===== src/rtl/pwm_meter_if.sv =====
// pwm_meter_if -- signal bundle between a PWM source/consumer and pwm_meter.
//   pwm_in      : asynchronous PWM waveform into the meter
//   period_cnt  : last complete period in clock cycles (rise to rise)
//   high_cnt    : high time of that period in clock cycles
//   duty        : min(255, floor(high_cnt*256/period_cnt))
//   valid       : one-cycle pulse when duty/period_cnt/high_cnt refresh
//   stuck       : line has shown no edge for TIMEOUT cycles
//   overrun     : sticky, a measurement was dropped while the divider was busy
// master = waveform source / result consumer, slave = the meter.
interface pwm_meter_if #(
   parameter int CNT_W = 32
) ();
   logic             pwm_in;
   logic [CNT_W-1:0] period_cnt;
   logic [CNT_W-1:0] high_cnt;
   logic [7:0]       duty;
   logic             valid;
   logic             stuck;
   logic             overrun;

   modport master (output pwm_in,
                   input  period_cnt, high_cnt, duty, valid, stuck, overrun);
   modport slave  (input  pwm_in,
                   output period_cnt, high_cnt, duty, valid, stuck, overrun);
endinterface


===== src/rtl/pwm_meter.sv =====
// pwm_meter -- measures period and high time of an external PWM waveform and
// derives an 8-bit normalized duty with a 9-step serial restoring divider.
// Ports:
//   clk  : system clock
//   rst  : asynchronous active-low reset
//   mif  : pwm_meter_if slave (pwm_in in; period_cnt, high_cnt, duty, valid,
//          stuck, overrun out; all outputs registered)
module pwm_meter #(
   parameter int CNT_W   = 32,
   parameter int TIMEOUT = 1000000
) (
   input logic       clk,
   input logic       rst,
   pwm_meter_if.slave mif
);
   localparam int               RW   = CNT_W + 9;
   localparam logic [CNT_W-1:0] ONE  = CNT_W'(1);
   localparam logic [CNT_W-1:0] TO_C = CNT_W'(TIMEOUT);

   typedef enum logic [1:0] {IDLE, MEAS, STUCK} state_t;

   state_t           state_q, state_d;
   logic             sync1_q, pwm_s_q, pwm_d_q;
   logic [CNT_W-1:0] pc_q, pc_d;      // cycles since last rise
   logic [CNT_W-1:0] tc_q, tc_d;      // cycles since last edge of either kind
   logic [CNT_W-1:0] hl_q, hl_d;      // high time of the current period
   logic [CNT_W-1:0] period_q, period_d;
   logic [CNT_W-1:0] high_q, high_d;
   logic [7:0]       duty_q, duty_d;
   logic             valid_q, valid_d;
   logic             stuck_q, stuck_d;
   logic             ovr_q, ovr_d;
   logic             busy_q, busy_d;
   logic [3:0]       step_q, step_d;
   logic [RW-1:0]    rem_q, rem_d;
   logic [8:0]       quo_q, quo_d;
   logic [RW-1:0]    trial;
   logic             ge;
   logic             rise, fall;

   assign rise = pwm_s_q & ~pwm_d_q;
   assign fall = ~pwm_s_q & pwm_d_q;

   always_comb begin
      state_d  = state_q;
      pc_d     = rise ? ONE : ((&pc_q) ? pc_q : pc_q + ONE);
      tc_d     = (rise | fall) ? ONE : ((&tc_q) ? tc_q : tc_q + ONE);
      hl_d     = fall ? pc_q : hl_q;
      period_d = period_q;
      high_d   = high_q;
      duty_d   = duty_q;
      valid_d  = 1'b0;
      stuck_d  = stuck_q;
      ovr_d    = ovr_q;
      busy_d   = busy_q;
      step_d   = step_q;
      rem_d    = rem_q;
      quo_d    = quo_q;
      trial    = '0;
      ge       = 1'b0;

      // Dividend is high*256: the first step compares high itself against the
      // divisor (quotient bit 8), each later step shifts in one zero bit.
      if (busy_q) begin
         trial  = (step_q == 4'd0) ? rem_q : {rem_q[RW-2:0], 1'b0};
         ge     = (trial >= {9'd0, period_q});
         rem_d  = ge ? (trial - {9'd0, period_q}) : trial;
         quo_d  = {quo_q[7:0], ge};
         step_d = step_q + 4'd1;
         if (step_q == 4'd8) begin
            busy_d  = 1'b0;
            duty_d  = quo_d[8] ? 8'hFF : quo_d[7:0];
            valid_d = 1'b1;
         end
      end

      case (state_q)
         IDLE: begin
            // first partial period after reset is never reported
            if (rise) state_d = MEAS;
         end
         MEAS: begin
            if (rise) begin
               if (!busy_q) begin
                  period_d = pc_q;
                  high_d   = hl_q;
                  busy_d   = 1'b1;
                  step_d   = 4'd0;
                  rem_d    = {9'd0, hl_q};
                  quo_d    = '0;
               end else begin
                  ovr_d = 1'b1;
               end
            end else if (!fall && tc_q >= TO_C) begin
               // any edge in this cycle would have won over the timeout
               state_d  = STUCK;
               stuck_d  = 1'b1;
               duty_d   = pwm_s_q ? 8'hFF : 8'h00;
               period_d = '0;
               high_d   = '0;
               valid_d  = 1'b1;
               busy_d   = 1'b0;
            end
         end
         STUCK: begin
            if (rise) begin
               state_d = MEAS;
               stuck_d = 1'b0;
            end else if (fall) begin
               duty_d  = 8'h00;
               valid_d = 1'b1;
               pc_d    = ONE;
            end
         end
         default: state_d = IDLE;
      endcase
   end

   always_ff @(posedge clk or negedge rst) begin
      if (!rst) begin
         state_q  <= IDLE;
         sync1_q  <= 1'b0;
         pwm_s_q  <= 1'b0;
         pwm_d_q  <= 1'b0;
         pc_q     <= '0;
         tc_q     <= '0;
         hl_q     <= '0;
         period_q <= '0;
         high_q   <= '0;
         duty_q   <= '0;
         valid_q  <= 1'b0;
         stuck_q  <= 1'b0;
         ovr_q    <= 1'b0;
         busy_q   <= 1'b0;
         step_q   <= '0;
         rem_q    <= '0;
         quo_q    <= '0;
      end else begin
         state_q  <= state_d;
         sync1_q  <= mif.pwm_in;
         pwm_s_q  <= sync1_q;
         pwm_d_q  <= pwm_s_q;
         pc_q     <= pc_d;
         tc_q     <= tc_d;
         hl_q     <= hl_d;
         period_q <= period_d;
         high_q   <= high_d;
         duty_q   <= duty_d;
         valid_q  <= valid_d;
         stuck_q  <= stuck_d;
         ovr_q    <= ovr_d;
         busy_q   <= busy_d;
         step_q   <= step_d;
         rem_q    <= rem_d;
         quo_q    <= quo_d;
      end
   end

   assign mif.period_cnt = period_q;
   assign mif.high_cnt   = high_q;
   assign mif.duty       = duty_q;
   assign mif.valid      = valid_q;
   assign mif.stuck      = stuck_q;
   assign mif.overrun    = ovr_q;
endmodule

===== src/flat_wrapper.sv =====
// flat-port wrapper written by rule: the top's interface ports become plain ports
module pwm_meter_flat 
#(
   parameter int CNT_W   = 32,
   parameter int TIMEOUT = 1000000
)
  (clk, rst, mif_pwm_in, mif_period_cnt, mif_high_cnt, mif_duty, mif_valid, mif_stuck, mif_overrun);
  pwm_meter_if #(.CNT_W(CNT_W)) mif_i ();
  input logic clk;
  input logic rst;
  input wire logic [$bits(mif_i.pwm_in)-1:0] mif_pwm_in;
  output wire logic [$bits(mif_i.period_cnt)-1:0] mif_period_cnt;
  output wire logic [$bits(mif_i.high_cnt)-1:0] mif_high_cnt;
  output wire logic [$bits(mif_i.duty)-1:0] mif_duty;
  output wire logic [$bits(mif_i.valid)-1:0] mif_valid;
  output wire logic [$bits(mif_i.stuck)-1:0] mif_stuck;
  output wire logic [$bits(mif_i.overrun)-1:0] mif_overrun;
  assign mif_i.pwm_in = mif_pwm_in;
  assign mif_period_cnt = mif_i.period_cnt;
  assign mif_high_cnt = mif_i.high_cnt;
  assign mif_duty = mif_i.duty;
  assign mif_valid = mif_i.valid;
  assign mif_stuck = mif_i.stuck;
  assign mif_overrun = mif_i.overrun;
  pwm_meter #(.CNT_W(CNT_W), .TIMEOUT(TIMEOUT)) u_core (.clk(clk), .rst(rst), .mif(mif_i));
endmodule

===== config.mk =====
export PLATFORM = sky130hd
export DESIGN_NAME = pwm_meter_flat
export DESIGN_NICKNAME = d
export VERILOG_FILES = /design/src/rtl/pwm_meter_if.sv /design/src/rtl/pwm_meter.sv /design/src/flat_wrapper.sv
export SDC_FILE = /design/constraint.sdc
export NUM_CORES = 1
export LEC_CHECK = 0
export ABC_AREA = 1
export BUFFER_PORTS_ARGS = -buffer_cell sky130_fd_sc_hd__buf_4
export CAP_MARGIN = 10
export CORE_AREA = 2 2 145 162
export DETAILED_ROUTE_END_ITERATION = 6
export DIE_AREA = 0 0 147 164
export GPL_TIMING_DRIVEN = 0
export HOLD_SLACK_MARGIN = 0.08
export PLACE_DENSITY_LB_ADDON = 0.1
export SLEW_MARGIN = 20
export SYNTH_ARGS = -nofsm -noshare
export SYNTH_HDL_FRONTEND = slang
export SYNTH_SLANG_ARGS = --single-unit
export TNS_END_PERCENT = 1

===== constraint.sdc =====
create_clock -name clk -period 9.95 [get_ports clk]
set_clock_uncertainty 0.05 [all_clocks]
set_input_delay 0 -clock clk [delete_from_list [all_inputs] [get_ports clk]]
set_output_delay 0 -clock clk [all_outputs]
set_load 0.02 [all_outputs]

==> metrics.cfg <==
[outcome]
outcome = finished, final reports clean

[placement]
io_buffers = 77
dp_hpwl_um = 35590
place.gp.congestion = 1.020
placed_cells = 2366
placed_area_um2 = 15210

[timing]
slew_headroom = 0.3680
fin_setup_tns_ps = 0
final_hold_viol_count = 0
timing.hold.ws_ps = 93.85
timing.fmax_mhz = 203.6
setup_viol = 0
worst_pin_slew_ps = 948.0
rsz0062_at_grt = no
fin_crit_ps = 4912
final_max_slew_viol_count = 0
final.period_utilization = 0.4936

[critical_path]
critPathArrivalTime_ps = 5280
r2r_cells = 22
rr_endpoint = u_core.rem_q[21]
crit_path_start = u_core.step_q[0]
r2r_slack_ps = 5040
rr_startpoint = u_core.step_q[0]
slowest_delay_ps = 670
crit_path_end = u_core.rem_q[21]
cp.required_ps = 10320
critPathSlowestCell = clkbuf_1
crit_fanout = 10
crit_chain = inv_1 -> ha_1 -> nand2_4 -> buf_6 -> clkbuf_1 -> clkbuf_1 -> o21ai_0 -> ha_1 -> nand2_1 -> inv_1 -> nand2_1 -> nor2_1 -> and3_1 -> nand2_1 -> nand3_1 -> nand2_1 -> nand2_2 -> buf_6 -> buf_8 -> nand3_2 -> o211ai_1 -> nand2_1
crit_type = flip-flop to flip-flop
crit_path_start_kind = flip-flop
endpoint_kind = flip-flop
cp_common_cell = nand2_1

[clock_network]
postCtsSetupBuffers = 0
clkLatencyLatePin_ps = 560
cts_tree = done
cts_buffers = 26
clk_pin_slew_ps = 60
clk_path_buf_depth = 3
cts_max_level = 1
root_buffer = clkbuf_16
clkSinkCount = 230

[floorplan]
die_h_um = 164
die_area_um2 = 24110
rows = 58
die_w_um = 147
start_util = 0.6308
core_area_um2 = 22500
ios = 78

[synthesis]
synth_ff_type = dfrtp_1
synthCells = 1987
syn_area_per_cell_um2 = 7.141
async_reset_ff_frac = 1.000
syn_nets = 2035
syn_area_um2 = 14190
synth_warnings = 0
synth_cell_types = 52
ys_seq_area_frac = 0.4056
synth-seq-cells = 230
synth-edff-count = 0

[global_route]
overflow = 0
antenna_found_initial = 1
grt_use_total = 0.3821
grt_pass1_vias = 13520
grt_max_degree = 95
grt_pass1_wl_um = 71740

[drt]
drc = 0
drt_first_pass_iters = 5
routed_wl_um = 45820
vias = 14110
wire_per_inst_um = 18.97
routed_via_density = 5.843
dr.first_iter.drc_count = 1397
postRouteAntennaNets = 0

[run]
cap_violations = 0

[cells_and_area]
drive_gt1_frac = 0.08132
mostFrequentLayoutCells = nand2_1 (510), inv_1 (284), dfrtp_1 (230)
fin_util = 0.7179
synthToLayoutAreaGrowth_pct = 13.81
final_area_um2 = 16150
fillCellCount = 1919
fin_nets = 2146
finalNonFillerCells = 2415
num_antenna_cells = 0
layout_commonest_cell = nand2_1

[pwr]
irDropWorstVdd_uv = 179.2
p_leak_uw = 0.007914
power_density_nw_per_um2 = 324.5

[min_path]
min_path_type = input pin to flip-flop

critical path: cells and delay by family, from the launching register on:
family                     cells  cell delay [ps]
buffers and inverters          7             1760
adders and majority gates      2              770
DFF                            1              370
AOI/OAI and AO/OA              2              390
and+or+nand+nor               11             1410
registers in the layout (all words and copies together), names as in the netlist, 2 cells and up:
signal and cells:
u_core.state_q 2, u_core.step_q 4, u_core.hl_q 32, u_core.pc_q 32
u_core.mif.high_cnt 32, u_core.rem_q 41, u_core.tc_q 32, u_core.quo_q 8
u_core.mif.duty 8, u_core.mif.period_cnt 32
worst min path at each step:
stage	startpoint	endpoint	cells past startpoint
global route	mif_pwm_in	u_core.sync1_q	2
finish	mif_pwm_in	u_core.sync1_q	2
detailed placement	rst	u_core.tc_q[8]	1
global placement	mif_pwm_in	u_core.sync1_q	1
CTS	mif_pwm_in	u_core.sync1_q	2
floorplan	rst	u_core.busy_q	0
Yosys cell counts (4+ instances only):
| master | instances | share of area |
|---|---|---|
| xnor2_1 | 18 | 0.011 |
| o21ai_0 | 171 | 0.060 |
| nand2_2 | 10 | 0.0044 |
| nand3_1 | 159 | 0.056 |
| dfrtp_1 | 230 | 0.41 |
| clkbuf_1 | 49 | 0.013 |
| nor2_2 | 5 | 0.0022 |
| and3_1 | 4 | 0.0018 |
| nand2_1 | 510 | 0.13 |
| a211oi_1 | 4 | 0.0021 |
| o22ai_1 | 16 | 0.0071 |
| buf_6 | 5 | 0.0040 |
| o211ai_1 | 7 | 0.0037 |
| inv_1 | 284 | 0.075 |
| o21bai_1 | 5 | 0.0026 |
| a22oi_1 | 30 | 0.016 |
| ha_1 | 44 | 0.039 |
| buf_1 | 4 | 0.0011 |
| nand4_1 | 22 | 0.0097 |
| xor2_1 | 28 | 0.017 |
| nor2_1 | 167 | 0.044 |
| nor4_1 | 13 | 0.0057 |
| nor3_1 | 31 | 0.011 |
| nand3_2 | 6 | 0.0042 |
| buf_2 | 5 | 0.0018 |
| o31ai_1 | 7 | 0.0037 |
| a21oi_1 | 102 | 0.036 |
| o21ai_1 | 13 | 0.0046 |
report_power, final:
group | internal [uW] | leakage [uW] | switching [uW]
sequential | 1080 | 0.00310 | 117
combinational | 971 | 0.00438 | 2070
clock | 594 | 0.000438 | 408
total | 2650 | 0.00791 | 2600
repair_timing:
| item | in CTS | in global routing |
|---|---|---|
| gates resized for setup | 0 | 0 |
| hold endpoints to repair | 146 | 0 |
| hold buffers | 4 | 0 |
| endpoints found under the setup margin | 0 | 0 |
per-layer routing:
metal  wire, um  global-route usage  vias up
li1           -                   -     6661
met1      18190              0.4895     6632
met3       3639             0.05583      154
met2      21360              0.6364      664
met5          0                   0        -
met4       2635              0.1967        0
cell type report:
cell class,count,area [um2],area share
Buffer,67,317.8,0.01968
Clock inverter,12,158.9,0.009840
Multi-Input combinational cell,1400,7028,0.4352
Inverter,290,1089,0.06741
Clock buffer,33,726.9,0.04501
Sequential cell,230,5756,0.3564
Timing Repair Buffer,83,698.2,0.04323
Tap cell,300,375.4,0.02324
metrics by stage:
step / power (uW) / worst slack, ps
final: 5241 / 5038
after global routing: 5616 / 4926
after CTS: 5168 / 5244
after detailed placement: 4146 / 5275
after global placement: 4104 / 5332
after floorplan: 3353 / 6556
cell families (layout without fill, tap and decap cells):
kind of cell	Yosys count	count (layout)	synth area share
DFF	230	230	0.4056
adders and majority gates	45	45	0.04021
AOI/OAI and AO/OA	369	369	0.1442
buffers and inverters	357	485	0.09911
xor gates and xnor gates	46	46	0.02839
and+or+nand+nor	940	940	0.2825
Note: power is estimated with default switching activity, not from simulation.
